--- src/rtl/sm_ram_loader_if.sv ---
// RAM write port between the loader (master) and the data RAM (slave).
// The master holds addr/data stable while wr_req is high until wr_ack.
interface sm_ram_loader_if #(
    parameter int ADDR_W = 4
);
    logic              wr_req;
    logic [ADDR_W-1:0] wr_addr;
    logic [31:0]       wr_data;
    logic              wr_ack;

    modport master (
        output wr_req,
        output wr_addr,
        output wr_data,
        input  wr_ack
    );

    modport slave (
        input  wr_req,
        input  wr_addr,
        input  wr_data,
        output wr_ack
    );
endinterface

--- src/rtl/sm_ram_loader.sv ---
// Key-driven word assembler: shifts switch nibbles into a 32-bit preview and
// writes it to a switch-selected RAM word over a req/ack handshake.
//
//   state   | meaning
//   --------+------------------------------------------------------------
//   ST_IDLE | accepting load/commit presses, wr_req low
//   ST_REQ  | write request held until wr_ack, presses discarded
module sm_ram_loader #(
    parameter int DEBOUNCE_MAX = 250000,
    parameter int CNT_W        = 18,
    parameter int ADDR_W       = 4
) (
    input  logic                i_clk,
    input  logic                i_rst,
    input  logic                i_key_load_n,
    input  logic                i_key_commit_n,
    input  logic [3:0]          i_sw_nibble,
    input  logic [ADDR_W-1:0]   i_sw_addr,
    sm_ram_loader_if.master     wr,
    output logic [31:0]         o_preview,
    output logic [3:0]          o_nibble_cnt,
    output logic                o_busy
);

    localparam int                KEY_LOAD   = 0;
    localparam int                KEY_COMMIT = 1;
    localparam logic [CNT_W-1:0]  CNT_LAST   = CNT_W'(DEBOUNCE_MAX - 1);
    localparam logic [3:0]        NIB_FULL   = 4'd8;

    typedef enum logic {
        ST_IDLE = 1'b0,
        ST_REQ  = 1'b1
    } state_t;

    logic [1:0]        w_key_raw;
    logic [1:0]        r_sync1;
    logic [1:0]        r_sync2;
    logic [1:0]        r_deb;
    logic [1:0]        r_deb_d;
    logic [CNT_W-1:0]  r_deb_cnt [2];
    logic [1:0]        w_press;

    state_t            r_state;
    state_t            w_state_nxt;
    logic [31:0]       r_preview;
    logic [31:0]       w_preview_nxt;
    logic [3:0]        r_nibble_cnt;
    logic [3:0]        w_nibble_cnt_nxt;
    logic [ADDR_W-1:0] r_wr_addr;
    logic [ADDR_W-1:0] w_wr_addr_nxt;
    logic [31:0]       r_wr_data;
    logic [31:0]       w_wr_data_nxt;

    assign w_key_raw = {i_key_commit_n, i_key_load_n};

    // Keys are active-low; everything resets to "released" so reset never looks like a press.
    always_ff @(posedge i_clk) begin
        if (i_rst) begin
            r_sync1      <= 2'b11;
            r_sync2      <= 2'b11;
            r_deb        <= 2'b11;
            r_deb_d      <= 2'b11;
            r_deb_cnt[0] <= '0;
            r_deb_cnt[1] <= '0;
        end else begin
            r_sync1 <= w_key_raw;
            r_sync2 <= r_sync1;
            r_deb_d <= r_deb;
            for (int k = 0; k < 2; k++) begin
                if (r_sync2[k] == r_deb[k]) begin
                    r_deb_cnt[k] <= '0;
                end else if (r_deb_cnt[k] == CNT_LAST) begin
                    r_deb[k]     <= r_sync2[k];
                    r_deb_cnt[k] <= '0;
                end else begin
                    r_deb_cnt[k] <= r_deb_cnt[k] + 1'b1;
                end
            end
        end
    end

    assign w_press = r_deb_d & ~r_deb;

    always_ff @(posedge i_clk) begin
        if (i_rst) begin
            r_state      <= ST_IDLE;
            r_preview    <= '0;
            r_nibble_cnt <= '0;
            r_wr_addr    <= '0;
            r_wr_data    <= '0;
        end else begin
            r_state      <= w_state_nxt;
            r_preview    <= w_preview_nxt;
            r_nibble_cnt <= w_nibble_cnt_nxt;
            r_wr_addr    <= w_wr_addr_nxt;
            r_wr_data    <= w_wr_data_nxt;
        end
    end

    always_comb begin
        w_state_nxt      = r_state;
        w_preview_nxt    = r_preview;
        w_nibble_cnt_nxt = r_nibble_cnt;
        w_wr_addr_nxt    = r_wr_addr;
        w_wr_data_nxt    = r_wr_data;
        case (r_state)
            ST_IDLE: begin
                // Commit takes priority over a load press arriving in the same cycle.
                if (w_press[KEY_COMMIT]) begin
                    w_state_nxt   = ST_REQ;
                    w_wr_addr_nxt = i_sw_addr;
                    w_wr_data_nxt = r_preview;
                end else if (w_press[KEY_LOAD]) begin
                    w_preview_nxt    = {r_preview[27:0], i_sw_nibble};
                    w_nibble_cnt_nxt = (r_nibble_cnt == NIB_FULL) ? NIB_FULL
                                                                  : r_nibble_cnt + 4'd1;
                end
            end
            ST_REQ: begin
                if (wr.wr_ack) begin
                    w_state_nxt      = ST_IDLE;
                    w_preview_nxt    = '0;
                    w_nibble_cnt_nxt = '0;
                end
            end
            default: w_state_nxt = ST_IDLE;
        endcase
    end

    assign wr.wr_req    = (r_state == ST_REQ);
    assign wr.wr_addr   = r_wr_addr;
    assign wr.wr_data   = r_wr_data;
    assign o_busy       = (r_state == ST_REQ);
    assign o_preview    = r_preview;
    assign o_nibble_cnt = r_nibble_cnt;

endmodule
--- src/flat_wrapper.sv ---
// flat-port wrapper written by rule: the top's interface ports become plain ports
module sm_ram_loader_flat 
#(
    parameter int DEBOUNCE_MAX = 250000,
    parameter int CNT_W        = 18,
    parameter int ADDR_W       = 4
)
  (i_clk, i_rst, i_key_load_n, i_key_commit_n, i_sw_nibble, i_sw_addr, o_preview, o_nibble_cnt, o_busy, wr_wr_req, wr_wr_addr, wr_wr_data, wr_wr_ack);
  sm_ram_loader_if #(.ADDR_W(ADDR_W)) wr_i ();
  input  logic i_clk;
  input  logic i_rst;
  input  logic i_key_load_n;
  input  logic i_key_commit_n;
  input  logic [3:0] i_sw_nibble;
  input  logic [ADDR_W-1:0] i_sw_addr;
  output logic [31:0] o_preview;
  output logic [3:0] o_nibble_cnt;
  output logic o_busy;
  output wire logic [$bits(wr_i.wr_req)-1:0] wr_wr_req;
  output wire logic [$bits(wr_i.wr_addr)-1:0] wr_wr_addr;
  output wire logic [$bits(wr_i.wr_data)-1:0] wr_wr_data;
  input wire logic [$bits(wr_i.wr_ack)-1:0] wr_wr_ack;
  assign wr_wr_req = wr_i.wr_req;
  assign wr_wr_addr = wr_i.wr_addr;
  assign wr_wr_data = wr_i.wr_data;
  assign wr_i.wr_ack = wr_wr_ack;
  sm_ram_loader #(.DEBOUNCE_MAX(DEBOUNCE_MAX), .CNT_W(CNT_W), .ADDR_W(ADDR_W)) u_core (.i_clk(i_clk), .i_rst(i_rst), .i_key_load_n(i_key_load_n), .i_key_commit_n(i_key_commit_n), .i_sw_nibble(i_sw_nibble), .i_sw_addr(i_sw_addr), .wr(wr_i), .o_preview(o_preview), .o_nibble_cnt(o_nibble_cnt), .o_busy(o_busy));
endmodule
--- config.mk ---
export PLATFORM = sky130hd
export DESIGN_NAME = sm_ram_loader_flat
export DESIGN_NICKNAME = d
export VERILOG_FILES = /design/src/rtl/sm_ram_loader_if.sv /design/src/rtl/sm_ram_loader.sv /design/src/flat_wrapper.sv
export SDC_FILE = /design/constraint.sdc
export NUM_CORES = 1
export LEC_CHECK = 0
export CAP_MARGIN = 20
export CORE_ASPECT_RATIO = 0.7
export CORE_UTILIZATION = 54
export CTS_BUF_LIST = sky130_fd_sc_hd__clkbuf_8
export CTS_CLUSTER_SIZE = 25
export DETAILED_ROUTE_END_ITERATION = 12
export PLACE_DENSITY = 0.84
export SYNTH_ARGS = -nofsm -noshare
export SYNTH_HDL_FRONTEND = slang
export SYNTH_SLANG_ARGS = --single-unit
--- constraint.sdc ---
create_clock -name i_clk -period 2.95 [get_ports i_clk]
set_input_delay 0.4425 -clock i_clk [delete_from_list [all_inputs] [get_ports i_clk]]
set_output_delay 0.4425 -clock i_clk [all_outputs]
set_load 0.01 [all_outputs]
==> results.yml <==
outcome:
  outcome: "finished clean"
yosys:
  yosys.area_share.adder_pct: 1.02
  ys_warn_count: 0
  synth_most_common_cell: "nand2_1"
  synth_top_area_share_pct: 33.0
  synth_area_mm2: 0.00492
  synthArstFlopShare_pct: 0
  ys_seq_elements: 117
  syn_avg_cell_area_um2: 8.99
  ys_seq_area_share_pct: 54.9
  synth.mux.area_fraction_pct: 0.204
  yosys-top-cells-area: "dfxtp_1, edfxtp_1, nand2_1"
  synth_flop_cell: "dfxtp_1"
  synth_top_family_by_area: "simple AND/OR/NAND/NOR gates"
  syn_inst: 547
  synthTopCellsByCount: "nand2_1, dfxtp_1, a21oi_1"
  synth_edf_count: 36
  synthXorXnorAreaFrac_pct: 4.81
  synth-compound-area-share_pct: 11.4
  yosys.area_share.simple_pct: 23.9
  synth_cell_type_count: 44
  synth_top_area_cell: "dfxtp_1"
setup_path:
  worst-setup-path-type: "register to register"
  cp.arrival_ns: 2.37
  reg2reg_depth: 4
  end_kind: "register"
  critPathRequiredTime_ns: 3.12
  startpoint_type: "register"
  critPathMaxFanout: 17
grt:
  overflow: 0
  busiest_layer: "met2"
  use_met1_pct: 33.6
  grt_pass1_wl_mm: 18.6
  grt_start_max_net_pins: 61
  met2_usage_pct: 41.3
  grt_pass1_vias: 3918
  gr-usage-met3_pct: 6.57
  antenna_found_initial: 0
  grt_usage_pct: 25.8
timing:
  skew_ns: 0.00826
  hold_viol: 0
  hold-worst-slack_ns: 0.421
  final-max-slew-violation-count: 0
  fin_crit_sh_pct: 74.6
  layout_min_cycle_time_ns: 2.20
  finalSetupTns_ns: 0
  max_freq_mhz: 454
  relSlewSlack_pct: 53.8
  setup_viol: 0
  grt_setup_unrepaired: "false"
  worstMarginPinSlew_ns: 0.693
clock_network:
  cts_hold_buf: 0
  clock_sinks: 117
  cts_max_level: 4
  cts_root_buffer: "clkbuf_8"
  cts.clk_slew.worst_paths_ns: 0.07
  clk_latency_ns: 0.43
  cts_setup_buffers: 0
  tritoncts: "done"
  cts-resized-gates: 0
  cts_buffer_depth: 2
  cts-buffers-inserted: 17
finish:
  antenna_cells: 0
  area_growth_syn_to_layout_pct: 30.3
  final_cells: 792
  nNetsFinal: 677
  drive_above_1_share_pct: 8.18
floorplanning:
  die_area_mm2: 0.00950
  core_mm2: 0.00865
  die_x_um: 116
  ios: 87
  num_rows: 28
  die_y_um: 81.9
  start_util_pct: 56.8
power:
  power.density_mw_per_mm2: 523
  ir_drop_uv: 534
  p_leak_uw: 0.00212
route:
  drtAntennaViolNets: 0
  dr.pass1.iters: 7
  finalWirelength_mm: 11.5
  routedWlPerCell_um: 14.5
  viasPerCell: 5.32
  drt_iter0_markers: 270
  via_count: 4216
  drc_errors: 0
place:
  portBuffers: 86
  place_inst: 761
  hpwl_mm: 7.78
  globalplace.congestion: 0.832
min_path:
  hold_depth: 1
  hold_path.class: "register to register"
flow_run:
  maxCapViolCount: 0
-- state kept, by name, summed over array words and instances, names as in the netlist --
name and cells:
u_core.o_busy 1, u_core.o_nibble_cnt 4, u_core.o_preview 32, u_core.r_deb 2, u_core.r_deb_cnt 36, u_core.r_deb_d 2, u_core.r_sync1 2, u_core.r_sync2 2
u_core.wr.wr_addr 4, u_core.wr.wr_data 32
-- where the power goes --
part	switching, µW	internal (µW)
combinational	49.8	35.6
sequential	26.0	1680
clock	622	938
-- cells by family (layout without fill, tap and decap cells) --
kind of cell	after synthesis	count (layout)
simple gates	256	256
flops	117	117
compound gates	97	97
buf+inv	44	134
xor+xnor	27	27
fa+ha+maj	4	4
other cells	1	36
mux	1	1
-- layout by cell type (no fill, tap or decap), drive strengths merged, types with 4 or more instances in the layout --
cell type | synthesis | final
nand2 | 119 | 119
clkdlybuf4s50 | 0 | 85
dfxtp | 81 | 81
a21oi | 79 | 79
nand3 | 44 | 44
nor2 | 41 | 41
edfxtp | 36 | 36
conb | 1 | 36
clkbuf | 29 | 22
xnor2 | 19 | 19
inv | 11 | 13
nand4 | 10 | 10
xor2 | 8 | 8
nor4 | 7 | 7
buf | 4 | 7
nor3 | 6 | 6
or2 | 5 | 5
or3 | 5 | 5
or4 | 5 | 5
ha | 4 | 4
o21ai | 4 | 4
clkinv | 0 | 4
-- worst paths after layout --
| path | startpoint | endpoint | slack (ns) |
|---|---|---|---|
| max | u_core.r_deb_cnt[0][9] | u_core.r_deb_cnt[0][12] | 0.75 |
| min reg2reg | u_core.r_sync1[0] | u_core.r_sync2[0] | 0.42 |
| min | u_core.r_sync1[0] | u_core.r_sync2[0] | 0.42 |
| max reg2reg | u_core.r_deb_cnt[0][9] | u_core.r_deb_cnt[0][12] | 0.75 |
-- critical path: stages, from the launching register on --
cell,delay (ns)
edfxtp_1,0.45
or4b_1,0.55
or3_1,0.42
o21ai_4,0.40
nor2_1,0.12
-- final cells by class --
cell class / count / area (µm²)
well taps: 120 / 150
repair buffers: 92 / 901
clock inverters: 9 / 124
flip-flops and latches: 117 / 2700
inverters: 11 / 41.3
clock buffers: 22 / 303
fillers: 634 / 2240
multi-input cells: 421 / 2190
-- metrics by stage --
stage                     instance area [µm²]  utilization [%]  setup WS (ns)  total power [µW]
after CTS                                6410             74.1          0.726              3360
after global placement                   5980             69.1          0.806              1820
after detailed placement                 5980             69.1          0.744              1820
after floorplan                          5050                -          0.894              1790
final                                    6410             74.1          0.749              3350
after global routing                     6410             74.1          0.586              3460
-- metal layers --
metal / vias to the layer above / share of wire (%)
met5: - / 0
met4: 0 / 1.3
met3: 13 / 5.5
met2: 139 / 46
met1: 1990 / 47
li1: 2074 / -
Power figures use the tool's default switching activity.
